==> config.mk <==
export PLATFORM = sky130hd
export DESIGN_NAME = digiota_chan_sched
export DESIGN_NICKNAME = d
export VERILOG_FILES = /design/src/rtl/digiota_pkg.sv /design/src/rtl/digiota_rr_pick.sv /design/src/rtl/digiota_chan_sched.sv
export SDC_FILE = /design/constraint.sdc
export NUM_CORES = 1
export LEC_CHECK = 0
export CAP_MARGIN = 20
export CORE_MARGIN = 5
export CORE_UTILIZATION = 25
export CTS_CLUSTER_SIZE = 10
export DETAILED_ROUTE_END_ITERATION = 8
export DONT_BUFFER_PORTS = 1
export GPL_TIMING_DRIVEN = 0
export PLACE_DENSITY = 0.38
export RECOVER_POWER = 50
export SYNTH_ARGS = -nofsm -noshare
export SYNTH_HDL_FRONTEND = slang
export SYNTH_SLANG_ARGS = --single-unit
==> constraint.sdc <==
create_clock -name clk -period 3.8 [get_ports clk]
set_input_delay 1.14 -clock clk [delete_from_list [all_inputs] [get_ports clk]]
set_output_delay 1.14 -clock clk [all_outputs]
set_load 0.05 [all_outputs]
==> src/rtl/digiota_pkg.sv <==
`default_nettype none
// ============================================================================
//  Module      : digiota_pkg
//  Description : Shared state encoding and defaults for the OTA channel
//                scheduler.
//  Revision    : 1.0 - initial release
// ============================================================================
package digiota_pkg;

    typedef enum logic [2:0] {
        ST_IDLE   = 3'd0,
        ST_SELECT = 3'd1,
        ST_SETTLE = 3'd2,
        ST_SAMPLE = 3'd3,
        ST_COMMIT = 3'd4
    } state_e;

    localparam int N_CH_DEF     = 4;
    localparam int SETTLE_DEF   = 3;
    localparam int AVG_LOG2_DEF = 2;

    function automatic int sample_n(input int avg_log2);
        return 1 << avg_log2;
    endfunction

endpackage
`default_nettype wire

==> src/rtl/digiota_rr_pick.sv <==
`default_nettype none
// ============================================================================
//  Module      : digiota_rr_pick
//  Description : Combinational round-robin finder: first set mask bit at or
//                after ptr (wrapping), plus whether it is the highest set bit.
//  Revision    : 1.0 - initial release
// ============================================================================
module digiota_rr_pick #(
    parameter int N_CH  = 4,
    parameter int PTR_W = 2
) (
    input  logic [N_CH-1:0]  mask,
    input  logic [PTR_W-1:0] ptr,
    output logic [PTR_W-1:0] idx,
    output logic             any,
    output logic             is_last
);

    logic [PTR_W:0]   w_dist [N_CH];
    logic [PTR_W:0]   w_best_dist;
    logic [PTR_W-1:0] w_hi_idx;

    // Distance of each channel from ptr going upward with wrap.
    generate
        for (genvar gi = 0; gi < N_CH; gi++) begin : g_dist
            assign w_dist[gi] = ((PTR_W+1)'(gi) >= {1'b0, ptr})
                              ? ((PTR_W+1)'(gi) - {1'b0, ptr})
                              : ((PTR_W+1)'(gi + N_CH) - {1'b0, ptr});
        end
    endgenerate

    always_comb begin
        idx         = '0;
        w_hi_idx    = '0;
        w_best_dist = (PTR_W+1)'(N_CH);
        for (int i = 0; i < N_CH; i++) begin
            if (mask[i] && (w_dist[i] < w_best_dist)) begin
                w_best_dist = w_dist[i];
                idx         = PTR_W'(i);
            end
            if (mask[i]) begin
                w_hi_idx = PTR_W'(i);
            end
        end
    end

    assign any     = |mask;
    assign is_last = any && (idx == w_hi_idx);

endmodule
`default_nettype wire

==> src/rtl/digiota_chan_sched.sv <==
`default_nettype none
// ============================================================================
//  Module      : digiota_chan_sched
//  Description : Round-robin sequencer time-sharing one digital-OTA comparator
//                among N_CH channels with settle, multi-sample majority vote.
//  Revision    : 1.0 - initial release
// ============================================================================
module digiota_chan_sched
    import digiota_pkg::*;
#(
    parameter int N_CH       = N_CH_DEF,
    parameter int SETTLE_CYC = SETTLE_DEF,
    parameter int AVG_LOG2   = AVG_LOG2_DEF
) (
    input  logic                    clk,
    input  logic                    rst_n,
    input  logic                    ena,
    input  logic [N_CH-1:0]         ch_mask,
    input  logic                    cmp_valid,
    input  logic                    cmp_out,
    output logic [$clog2(N_CH)-1:0] sel,
    output logic                    ota_en,
    output logic [N_CH-1:0]         result,
    output logic [N_CH-1:0]         result_vld,
    output logic                    frame_done,
    output logic                    timeout_err
);

    localparam int PTR_W    = $clog2(N_CH);
    localparam int SAMPLE_N = sample_n(AVG_LOG2);
    localparam int CNT_W    = AVG_LOG2 + 1;
    localparam int SET_W    = (SETTLE_CYC > 1) ? $clog2(SETTLE_CYC) : 1;

    localparam logic [2:0] c_ST_IDLE   = ST_IDLE;
    localparam logic [2:0] c_ST_SELECT = ST_SELECT;
    localparam logic [2:0] c_ST_SETTLE = ST_SETTLE;
    localparam logic [2:0] c_ST_SAMPLE = ST_SAMPLE;
    localparam logic [2:0] c_ST_COMMIT = ST_COMMIT;

    logic [2:0]       r_state;
    logic [PTR_W-1:0] r_ptr;
    logic [PTR_W-1:0] r_sel;
    logic             r_last;
    logic [SET_W-1:0] r_settle_cnt;
    logic [CNT_W-1:0] r_samp_cnt;
    logic [CNT_W-1:0] r_ones_cnt;
    logic [CNT_W-1:0] r_valid_cnt;
    logic [N_CH-1:0]  r_result;
    logic [N_CH-1:0]  r_result_vld;
    logic             r_frame_done;
    logic             r_timeout_err;

    logic [PTR_W-1:0] w_pick_idx;
    logic             w_pick_any;
    logic             w_pick_last;
    logic             w_run;
    logic             w_no_samples;
    logic [CNT_W:0]   w_ones_x2;
    logic [CNT_W:0]   w_valid_ext;
    logic [PTR_W-1:0] w_ptr_next;
    logic [N_CH-1:0]  w_result_next;
    logic [N_CH-1:0]  w_vld_next;

    digiota_rr_pick #(
        .N_CH  (N_CH),
        .PTR_W (PTR_W)
    ) u_rr_pick (
        .mask    (ch_mask),
        .ptr     (r_ptr),
        .idx     (w_pick_idx),
        .any     (w_pick_any),
        .is_last (w_pick_last)
    );

    assign w_run        = ena && (|ch_mask);
    assign w_no_samples = (r_valid_cnt == '0);
    assign w_ones_x2    = {r_ones_cnt, 1'b0};
    assign w_valid_ext  = {1'b0, r_valid_cnt};
    assign w_ptr_next   = (r_sel == PTR_W'(N_CH - 1)) ? '0 : (r_sel + PTR_W'(1));

    // Vote on commit; a tie keeps the previous bit. Masked-off channels lose valid.
    always_comb begin
        w_result_next = r_result;
        w_vld_next    = r_result_vld;
        if (r_state == c_ST_COMMIT) begin
            if (w_no_samples) begin
                w_vld_next[r_sel] = 1'b0;
            end else begin
                w_vld_next[r_sel] = 1'b1;
                if (w_ones_x2 > w_valid_ext) begin
                    w_result_next[r_sel] = 1'b1;
                end else if (w_ones_x2 < w_valid_ext) begin
                    w_result_next[r_sel] = 1'b0;
                end
            end
        end
        w_vld_next = w_vld_next & ch_mask;
    end

    always_ff @(posedge clk or negedge rst_n) begin
        if (!rst_n) begin
            r_state       <= c_ST_IDLE;
            r_ptr         <= '0;
            r_sel         <= '0;
            r_last        <= 1'b0;
            r_settle_cnt  <= '0;
            r_samp_cnt    <= '0;
            r_ones_cnt    <= '0;
            r_valid_cnt   <= '0;
            r_result      <= '0;
            r_result_vld  <= '0;
            r_frame_done  <= 1'b0;
            r_timeout_err <= 1'b0;
        end else begin
            r_result      <= w_result_next;
            r_result_vld  <= w_vld_next;
            r_frame_done  <= (r_state == c_ST_COMMIT) && r_last;
            r_timeout_err <= (r_state == c_ST_COMMIT) && w_no_samples;

            case (r_state)
                c_ST_IDLE: begin
                    if (w_run) begin
                        r_state <= c_ST_SELECT;
                    end
                end
                c_ST_SELECT: begin
                    if (!ena || !w_pick_any) begin
                        r_state <= c_ST_IDLE;
                    end else begin
                        r_sel        <= w_pick_idx;
                        r_last       <= w_pick_last;
                        r_settle_cnt <= SET_W'(SETTLE_CYC - 1);
                        r_ones_cnt   <= '0;
                        r_valid_cnt  <= '0;
                        r_state      <= c_ST_SETTLE;
                    end
                end
                c_ST_SETTLE: begin
                    if (!ena) begin
                        r_state <= c_ST_IDLE;
                    end else if (r_settle_cnt == '0) begin
                        r_samp_cnt <= '0;
                        r_state    <= c_ST_SAMPLE;
                    end else begin
                        r_settle_cnt <= r_settle_cnt - SET_W'(1);
                    end
                end
                c_ST_SAMPLE: begin
                    if (!ena) begin
                        r_state <= c_ST_IDLE;
                    end else begin
                        if (cmp_valid) begin
                            r_valid_cnt <= r_valid_cnt + CNT_W'(1);
                            r_ones_cnt  <= r_ones_cnt + CNT_W'(cmp_out);
                        end
                        if (r_samp_cnt == CNT_W'(SAMPLE_N - 1)) begin
                            r_state <= c_ST_COMMIT;
                        end else begin
                            r_samp_cnt <= r_samp_cnt + CNT_W'(1);
                        end
                    end
                end
                c_ST_COMMIT: begin
                    r_ptr   <= w_ptr_next;
                    r_state <= w_run ? c_ST_SELECT : c_ST_IDLE;
                end
                default: begin
                    r_state <= c_ST_IDLE;
                end
            endcase
        end
    end

    assign sel         = r_sel;
    assign ota_en      = (r_state == c_ST_SETTLE) || (r_state == c_ST_SAMPLE);
    assign result      = r_result;
    assign result_vld  = r_result_vld;
    assign frame_done  = r_frame_done;
    assign timeout_err = r_timeout_err;

endmodule
`default_nettype wire

==> out/results.md, run 1 <==
| Quantity | Reported |
|---|---|
| CTS tree | done |
| Mean instance size in the synthesized netlist | 9.943 um^2 |
| Count of TritonRoute iterations in the first routing pass | 4 |
| Cell depth of the worst hold path | 1 |
| Slew margin rel. | 26.89% |
| Worst r2r src | r_ptr[0] |
| Library cell with the highest instance count after synthesis | dfrtp_1 |
| Top cells by count, synth | 29 x dfrtp_1, 20 x ha_1, 20 x nand2_1 |
| Pin count of the biggest net entering global routing | 30 |
| First-pass GRT wire length | 6948 um |
| Final-layout worst hold slack | 498.3 ps |
| Number of nets at the end of the flow | 225 |
| Outcome | complete, no violations |
| Flip-flop cell with the highest count after synthesis | dfrtp_1 |
| Terminus of the critical flop-to-flop path | r_last |
| Total Power Consumption | 1.103 mW |
| Library cell used as clock root buffer | clkbuf_8 |
| Count of different cell masters after synthesis | 51 |
| Buffer depth of the longest clock path | 2 |
| Tmin final | 3568 ps |
| Placeable core region | 7292 um^2 |
| Post-route DRC | 0 |
| Fill cell total of the finished layout | 817 |
| End point of the worst hold path | frame_done |
| Syn. warnings | 0 |
| Initial antenna violation count | 1 |
| CTS hold repair buffers | 0 |
| Number of enable flip-flop cells after synthesis | 0 |
| R2R setup slack | 230 ps |
| Detailed placement HPWL | 3166 um |
| Total GRT Usage | 9.061% |
| Max Freq | 280.2 MHz |
| Cell accounting for the most synthesized area | dfrtp_1 |
| Reg2Reg Depth | 14 |
| Slew of the pin with the lowest slew margin | 1094 ps |
| First-iteration detailed-routing DRC count | 32 |
| Power per Cell Area | 527.5 nW/um^2 |
| Worst Setup Slack post-DPL | -73.30 ps |
| Final non-filler cell area | 2092 um^2 |
| Endpoint arrival time on the critical path | 3710 ps |
| Total number of vias | 1,370 |
| Post-route setup slack | 231.7 ps |
| Number of hold violations in the final report | 0 |
| Vertical extent of the die | 96.70 um |
| Number of nets with antenna violations after detailed routing | 0 |
| Synthesized instance count | 189 |
| Critical path required time | 3940 ps |
| Number of maximum-capacitance violations | 0 |
| Number of buffers created by CTS | 5 |
| Quantity of I/O buffers inserted on ports | 0 |
| Total leakage power | 0.9327 nW |
| Clock Pin Slew Worst Setup and Hold Paths | 60 ps |
| Final estimated routing congestion in global placement | 0.7952 |
| Skew final | 6.467 ps |
| DIE WIDTH | 96.70 um |
| Via density per instance | 4.644 |
| Max-slew violation count | 0 |
| Starting density of the core | 25.77% |
| Worst min-delay path class | flip-flop to flip-flop |
| H-Tree Depth | 2 |
| Post-detailed-route wirelength per cell | 14.11 um |
| Sort of element at the end of the critical path | flip-flop |
| Critical Path Source | r_ptr[0] |
| Synth Register Bits | 29 |
| Number of top-level pins | 22 |
| Sequential share of the synthesized area | 38.62% |
| Placed Area | 2003 um^2 |
| Leftover overflow at the end of global routing | 0 |
| Sum of routed wire length over all layers | 4161 um |
| Hold path startpoint | r_last |
| Diodes inserted | 0 |
| Placement row count | 31 |
| Kind of critical path | flip-flop to flip-flop |
| Synthesized Nets | 218 |
| Layout cell share with drive strength beyond 1 | 16.33% |
| Critical path startpoint category | flip-flop |
| CTS Sinks | 29 |
| Vias in the first global route | 1,338 |
| Portion of the clock cycle consumed by the worst path in the final layout | 93.90% |
| Clock latency on the worst-skew pair | 270 ps |
| Setup-violating endpoint count in the final report | 0 |
| Cells taking the most area after synthesis | dfrtp_1 39%, ha_1 13%, nand2_1 4.0% |
| Area of the mapped netlist | 1879 um^2 |
| Area growth from synthesis to layout | 11.32% |
| Die ar. | 9351 um^2 |
| Share of flip-flops with an asynchronous set or reset after synthesis | 100.0% |
| Fraction of synthesized cell area taken by the top area cell type | 38.62% |
| Peak ir drop on the vdd network | 0.1077 mV |
| CP max FO | 9 |
[worst max-delay path, cell delays in order, from the launching register on]
cell and delay [ps]:
dfrtp_2 490, ha_1 220, and2_1 180, ha_1 410, o21ai_0 150, a31oi_2 280, ha_1 300, a21oi_1 230
o211ai_2 210, o21ai_0 260, ha_1 190, inv_1 50, a211oi_2 210, a211oi_1 80, nand4b_1 180
[metal layers]
layer,GRT usage [%],up-vias,wire (um)
li1,-,683,-
met1,11.41,657,1910
met2,14.44,24,1970
met3,3.885,4,254
met4,1.944,2,19
met5,0,-,7
[cell usage in the layout, fill, tap and decap left out, types with 2 or more instances in the layout]
cell      count
dfrtp_1      27
nand2_1      20
ha_1         20
nor2_1       16
inv_1        14
a21oi_1      11
o21ai_0       7
a22o_1        7
clkbuf_8      6
nor3b_1       4
nand2_2       4
mux2_4        4
and2_1        3
clkbuf_1      3
nor3_1        3
nand2b_1      2
nor2b_1       2
buf_2         2
nor2_2        2
a32oi_1       2
o31ai_1       2
nand4_1       2
mux2_2        2
dfrtp_2       2
[timing repair]
action	4_1_cts	5_1_grt
hold endpoints to repair	0	0
gates resized for setup	0	3
setup buffers	0	0
endpoints found under the setup margin	0	3
[stage by stage]
stage          util [%]  setup TNS [ps]  cells
3_3_place_gp      27.47          -313.6    288
4_1_cts           28.65               0    295
2_1_floorplan         -               0    189
5_1_grt           28.69          -4.248    295
6_report          28.69               0    295
3_5_place_dp      27.47          -132.9    288
[cells by family after synthesis]
family / synth area share [%]
AND/OR/NAND/NOR: 21.17
AO/OA/AOI/OAI: 17.18
flip-flops: 38.62
adder cells (fa/ha/maj): 13.32
buffers and inverters: 4.394
multiplexers: 4.394
XOR/XNOR: 0.9323
[layout make-up]
cell class                 instances  area [um^2]  share of cell area [%]
clock buffer                       7        86.33                   4.127
multi-input combinational        141         1072                   51.26
inverter                          14        52.55                   2.512
buffer                             5        28.78                   1.376
tap                               99        123.9                   5.921
sequential                        29        728.2                   34.81
[worst max path at each step]
stage | end | slack [ps] | cells past startpoint
after detailed placement | r_last | -70 | 13
after floorplan | r_last | 300 | 13
after global placement | r_last | -130 | 13
after CTS | r_last | 100 | 15
final | r_last | 230 | 14
after global routing | r_last | -4 | 16
[power by group]
part / switching [mW] / leakage [nW] / internal, mW
combinational: 0.217 / 0.502 / 0.160
clock: 0.109 / 0.0443 / 0.143
sequential: 0.105 / 0.387 / 0.369
total: 0.432 / 0.933 / 0.672
(Power assumes the default switching activity.)
==> inputs of run 2 (changes only) <==
- CAP_MARGIN: 20 -> not set
- MAX_ROUTING_LAYER: not set -> met4
- PLACE_DENSITY: 0.38 -> 0.4
- clock period: 3.8 -> 3 ns (I/O delays scaled with it)
==> run 2 against run 1 <==
Critical path depth up 1. Flip-flop and latch count stayed put. Count of clock-buffer cells in the layout unchanged. Clock power is 66% higher. Sequential power is 26% higher. Wire length is 6.5% higher. Critical path type unchanged.
==> out/results.md, run 2 (synthesized netlist as in run 1, its figures left out) <==
| Quantity | Reported | Change |
|---|---|---|
| Outcome | complete, no violations |  |
| Leftover overflow at the end of global routing | 0 | unchanged |
| Layout cell share with drive strength beyond 1 | 30.52% | +14 points |
| Number of top-level pins | 22 | unchanged |
| Vertical extent of the die | 96.70 um | unchanged |
| Post-route setup slack | 70.89 ps | -160.8 ps |
| Vias in the first global route | 1,475 | +10% |
| Peak ir drop on the vdd network | 0.2610 mV | +140% |
| CP max FO | 6 | -3 |
| Total area of multi-input combinational cells | 1165 um^2 | +8.6% |
| Slew margin rel. | 28.20% | +1.3 points |
| Final estimated routing congestion in global placement | 0.7619 | -4.2% |
| Total number of vias | 1,448 | +5.7% |
| CTS hold repair buffers | 0 | unchanged |
| Sum of routed wire length over all layers | 4432 um | +6.5% |
| DIE WIDTH | 96.70 um | unchanged |
| Placement row count | 31 | unchanged |
| Quantity of I/O buffers inserted on ports | 0 | unchanged |
| Most common cell after layout, fill and taps aside | dfrtp_1 |  |
| Clock Pin Slew Worst Setup and Hold Paths | 70 ps | about the same |
| Total Power Consumption | 1.571 mW | +42% |
| CTS tree | done |  |
| Power per Cell Area | 672.1 nW/um^2 | +27% |
| Final setup TNS | 0 ps | unchanged |
| Slew of the pin with the lowest slew margin | 1075 ps | -19.58 ps |
| Library cell used as clock root buffer | clkbuf_8 |  |
| Sort of element at the end of the critical path | flip-flop |  |
| Clock latency on the worst-skew pair | 280 ps | about the same |
| Critical path required time | 3150 ps | -790 ps |
| Worst Setup Slack post-DPL | -434.6 ps | -361.3 ps |
| Area growth from synthesis to layout | 24.37% |  |
| Tmin final | 2929 ps | -639.2 ps |
| H-Tree Depth | 2 | unchanged |
| Number of hold violations in the final report | 0 | unchanged |
| Max Freq | 341.4 MHz | +22% |
| CTS Sinks | 29 | unchanged |
| RSZ-0062 raised after global routing | true |  |
| Detailed placement HPWL | 3189 um | +0.73% |
| Kind of critical path | flip-flop to flip-flop |  |
| Commonest cells after routing, fill and taps aside | 27 x dfrtp_1, 20 x nand2_1, 16 x nor2_1, 16 x buf_4, 15 x ha_1 |  |
| Placeable core region | 7292 um^2 | unchanged |
| First-pass GRT wire length | 7541 um | +8.5% |
| Buffer depth of the longest clock path | 2 | unchanged |
| Number of nets with antenna violations after detailed routing | 0 | unchanged |
| Number of nets at the end of the flow | 241 | +7.1% |
| Max-slew violation count | 0 | unchanged |
| Number of buffers created by CTS | 5 | unchanged |
| First-iteration detailed-routing DRC count | 34 | +6.3% |
| Endpoint arrival time on the critical path | 3080 ps | -630 ps |
| Count of TritonRoute iterations in the first routing pass | 5 | +1 |
| Starting density of the core | 25.77% | unchanged |
| Post-detailed-route wirelength per cell | 14.16 um | +0.39% |
| Total GRT Usage | 10.11% | +1.0 points |
| Post-route DRC | 0 | unchanged |
| Pin count of the biggest net entering global routing | 30 | unchanged |
| Fill cell total of the finished layout | 765 | -6.4% |
| Storage element area | 728.2 um^2 | unchanged |
| Number of maximum-capacitance violations | 0 | unchanged |
| Setup-violating endpoint count in the final report | 0 | unchanged |
| Worst min-delay path class | input port to asynchronous set/reset pin |  |
| Skew final | 10.66 ps | +4.192 ps |
| Initial antenna violation count | 1 | unchanged |
| Die ar. | 9351 um^2 | unchanged |
| Critical path startpoint category | flip-flop |  |
| Via density per instance | 4.626 | -0.38% |
| Portion of the clock cycle consumed by the worst path in the final layout | 97.64% | +3.7 points |
| Total leakage power | 1.029 nW | +10% |
run 2: layout make-up:
cell class,count,share of cell area [%]
repair buffers,16,5.139
flip-flops and latches,29,31.16
clock inverters,1,1.285
well taps,99,5.300
plain buffers,5,1.231
diodes,1,0.1071
multi-input cells,141,49.84
clock buffers,7,3.694
inverters,14,2.248
run 2: final timing paths:
kind | start | endpoint | slack, ps | cells past startpoint
hold reg to reg | r_last | frame_done | 500 | 1
max in group asynchronous | rst_n | r_ones_cnt[1] | 2590 | 0
hold / removal | rst_n | asynchronous set/reset pin | 310 | 0
setup reg to reg | r_ptr[0] | r_last | 70 | 15
min in group clk | r_last | frame_done | 500 | 1
setup / recovery | r_ptr[0] | r_last | 70 | 15
run 2: report_power, final:
group	total [mW]	switching (mW)	internal (mW)
sequential	0.595	0.128	0.466
combinational	0.557	0.304	0.254
clock	0.419	0.148	0.271
run 2: metal layers:
metal	vias up	global-route usage (%)	wire, um
met5	-	-	0
met4	0	2.592	23
met3	2	3.022	226
met2	34	15.45	2052
met1	694	13.08	2128
li1	718	-	-
run 2: repair_timing:
item / in CTS / in global routing
resized for setup: 7 / 14
setup buffers: 11 / 5
endpoints found under the setup margin: 3 / 3
pin swaps: 9 / 11
run 2: critical path, stage by stage (launching register included):
cell      delay (ps)
dfrtp_2          420
ha_2             180
and2_4           150
ha_4             160
and2b_4          290
a21oi_2           80
a31oi_4          180
ha_4             240
a21oi_4          140
o211ai_2         150
buf_4            160
buf_4            130
buf_4            140
a211oi_2         160
a211oi_2          60
nand4b_1         160
run 2: per-stage QoR:
step                hold slack (ps)  util, %  std cells  cell area, um^2
floorplan                     453.4        -        189             1902
global route                  285.8    32.05        313             2337
CTS                           299.2    30.70        307             2238
finish                        314.3    32.05        313             2337
global placement              481.3    27.78        288             2026
detailed placement            491.6    27.78        288             2026
==> inputs of run 3 (changes only) <==
- CAP_MARGIN: not set -> 10
- CORE_ASPECT_RATIO: not set -> 2
- TNS_END_PERCENT: not set -> 20
==> run 3 against run 2 <==
Critical path type unchanged. Sequential power hardly changed. Largest cell class unchanged. Cell count is 3.5% lower. Wire length is 11% higher. Design area is 2.4% higher. Largest power group unchanged. Sequential share of layout area is 0.72 points lower. Global-route usage is 1.2 points higher. Worst setup slack worse by 16 ps.
==> out/results.md, run 3 (synthesized netlist as in run 1, its figures left out) <==
| Quantity | Reported | Change |
|---|---|---|
| Final core utilization | 32.67% | +0.62 points |
| Count of TritonRoute iterations in the first routing pass | 4 | -1 |
| Critical path startpoint category | flip-flop |  |
| Logic pwr share | 34.2% | -1.3 points |
| Most common cell after layout, fill and taps aside | dfrtp_1 |  |
| Layout cell share with drive strength beyond 1 | 30.00% | -0.52 points |
| Kind of critical path | flip-flop to flip-flop |  |
| Via density per instance | 4.834 | +4.5% |
| Post-route DRC | 0 | unchanged |
| Reg2Reg Depth | 15 | unchanged |
| Sequential cell fraction of total power | 35.9% | -2.0 points |
| DIE WIDTH | 71.31 um | -26% |
| Pin count of the biggest net entering global routing | 30 | unchanged |
| Total GRT Usage | 11.30% | +1.2 points |
| Placement row count | 44 | +42% |
| Total number of vias | 1,460 | +0.83% |
| Number of maximum-capacitance violations | 0 | unchanged |
| CP max FO | 5 | -1 |
| Die ar. | 9456 um^2 | +1.1% |
| Skew final | 4.931 ps | -5.729 ps |
| Setup-violating endpoint count in the final report | 0 | unchanged |
| Total leakage power | 1.035 nW | +0.55% |
| Area growth from synthesis to layout | 27.30% |  |
| Fill cell total of the finished layout | 747 | -2.4% |
| Critical path required time | 3150 ps | about the same |
| Buffer depth of the longest clock path | 2 | unchanged |
| Worst min-delay path class | input port to asynchronous set/reset pin |  |
| Terminus of the critical flop-to-flop path | r_last |  |
| Detailed placement HPWL | 3565 um | +12% |
| Sum of routed wire length over all layers | 4925 um | +11% |
| Number of instances in the placed design | 281 | -2.4% |
| Number of top-level pins | 22 | unchanged |
| CTS hold repair buffers | 0 | unchanged |
| Storage element area | 728.2 um^2 | unchanged |
| Relative contribution of the clock network to total power | 29.9% | +3.3 points |
| Total Power Consumption | 1.657 mW | +5.5% |
| Tmin final | 2945 ps | +16.29 ps |
| Clock Pin Slew Worst Setup and Hold Paths | 50 ps | -20 ps |
| Leftover overflow at the end of global routing | 0 | unchanged |
| Initial antenna violation count | 0 | -1 |
| Vertical extent of the die | 132.6 um | +37% |
| Switching share of power | 36.94% | about the same |
| Power per Cell Area | 692.6 nW/um^2 | +3.0% |
| Quantity of I/O buffers inserted on ports | 0 | unchanged |
| First-iteration detailed-routing DRC count | 45 | +32% |
| Worst r2r src | r_ptr[0] |  |
| Total area of multi-input combinational cells | 1216 um^2 | +4.4% |
| Number of buffers created by CTS | 5 | unchanged |
| Peak ir drop on the vdd network | 0.2601 mV | -0.34% |
| H-Tree Depth | 2 | unchanged |
| Endpoint arrival time on the critical path | 3090 ps | about the same |
| Critical Path Source | r_ptr[0] |  |
| Post-detailed-route wirelength per cell | 16.31 um | +15% |
| Diodes inserted | 0 | -1 |
| Commonest cells after routing, fill and taps aside | 27 x dfrtp_1, 19 x nand2_1, 16 x nor2_1 |  |
| Max Freq | 339.5 MHz | -0.55% |
| CTS tree | done |  |
| Placed Area | 2017 um^2 | -0.43% |
| Sort of element at the end of the critical path | flip-flop |  |
| Slew margin rel. | 25.81% | -2.4 points |
| CTS Sinks | 29 | unchanged |
| Switching component of the power | 0.6121 mW | +5.5% |
| Number of nets with antenna violations after detailed routing | 0 | unchanged |
| Number of hold violations in the final report | 0 | unchanged |
| Number of nets at the end of the flow | 239 | -0.83% |
| Final estimated routing congestion in global placement | 0.7715 | +1.3% |
| Slew of the pin with the lowest slew margin | 1111 ps | +35.72 ps |
| Outcome | complete, no violations |  |
| Placeable core region | 7322 um^2 | +0.41% |
| R2R setup slack | 50 ps | -20 ps |
| Final non-filler cell area | 2392 um^2 | +2.4% |
| Clock latency on the worst-skew pair | 270 ps | about the same |
| Final cell count without fillers | 302 | -3.5% |
| Cell internal power dissipation | 1.045 mW | +5.5% |
| First-pass GRT wire length | 7893 um | +4.7% |
| RSZ-0062 raised after global routing | true |  |
| Max-slew violation count | 0 | unchanged |
| Vias in the first global route | 1,594 | +8.1% |
| Portion of the clock cycle consumed by the worst path in the final layout | 98.18% | +0.54 points |
| Starting density of the core | 25.67% | -0.11 points |
| Library cell used as clock root buffer | clkbuf_16 |  |
-- run 3: cell count changes in the layout (fill, tap and decap cells not counted), moves of 2 or more --
| cell | delta |
|---|---|
| clkbuf_16 | +5 |
| clkbuf_8 | -5 |
| buf_4 | -2 |
| ha_2 | -2 |
| ha_4 | +2 |
-- run 3: final cells by class --
| class | count | area share, % |
|---|---|---|
| buffer | 5 | 1.203 |
| tap | 92 | 4.812 |
| clock buffer | 7 | 5.962 |
| multi-input combinational | 141 | 50.84 |
| timing repair buffer | 14 | 4.393 |
| inverter | 14 | 2.354 |
| sequential | 29 | 30.44 |
-- run 3: per-layer routing --
layer | part of all wire [%] | global-route usage (%) | vias to the layer above
li1 | - | - | 719
met1 | 36 | 9.879 | 704
met2 | 56 | 21.21 | 25
met3 | 4.4 | 2.885 | 12
met4 | 3.1 | 5.858 | 0
met5 | 0 | - | -
-- run 3: stage by stage --
step	TNS (ps)	hold WS (ps)	setup slack, ps
final	0	319.3	54.60
after global routing	-113.6	313.3	-45.32
after CTS	0	313.2	10.12
after detailed placement	-1591	506.6	-541.9
after global placement	-1738	510.5	-590.8
after floorplan	-115.6	453.4	-45.41
-- run 3: what timing repair did --
action	4_1_cts	5_1_grt
setup buffers	13	1
pin swaps	10	12
cloned	0	0
resized for setup	21	6
setup endpoints to repair	3	3
-- run 3: worst max path at each step --
stage              to  slack [ps]  cells after the start
2_1_floorplan  r_last         -50                     13
3_3_place_gp   r_last        -590                     15
3_5_place_dp   sel[1]        -540                     15
4_1_cts        r_last          10                     18
5_1_grt        sel[0]         -50                     14
6_report       r_last          50                     15
-- run 3: critical path, stage by stage (launching register included) --
cell      delay [ps]
dfrtp_2          440
ha_4             160
and2_4           170
ha_4             160
and2b_4          320
a21oi_4           80
a31oi_4          180
ha_4             240
a21oi_4          160
o211ai_4         110
nand2_1          100
o21ai_2           70
ha_4             290
o221ai_4          90
nand4_1          150
nand4b_1         100
-- run 3: power by group through the flow --
stage                     Sequential, mW  Clock [mW]  Combinational [mW]
after floorplan                    0.580           0               0.398
after global placement             0.613           0               0.494
after detailed placement           0.611           0               0.493
after CTS                          0.600       0.508               0.550
after global routing               0.608       0.520               0.644
final                              0.595       0.496               0.566
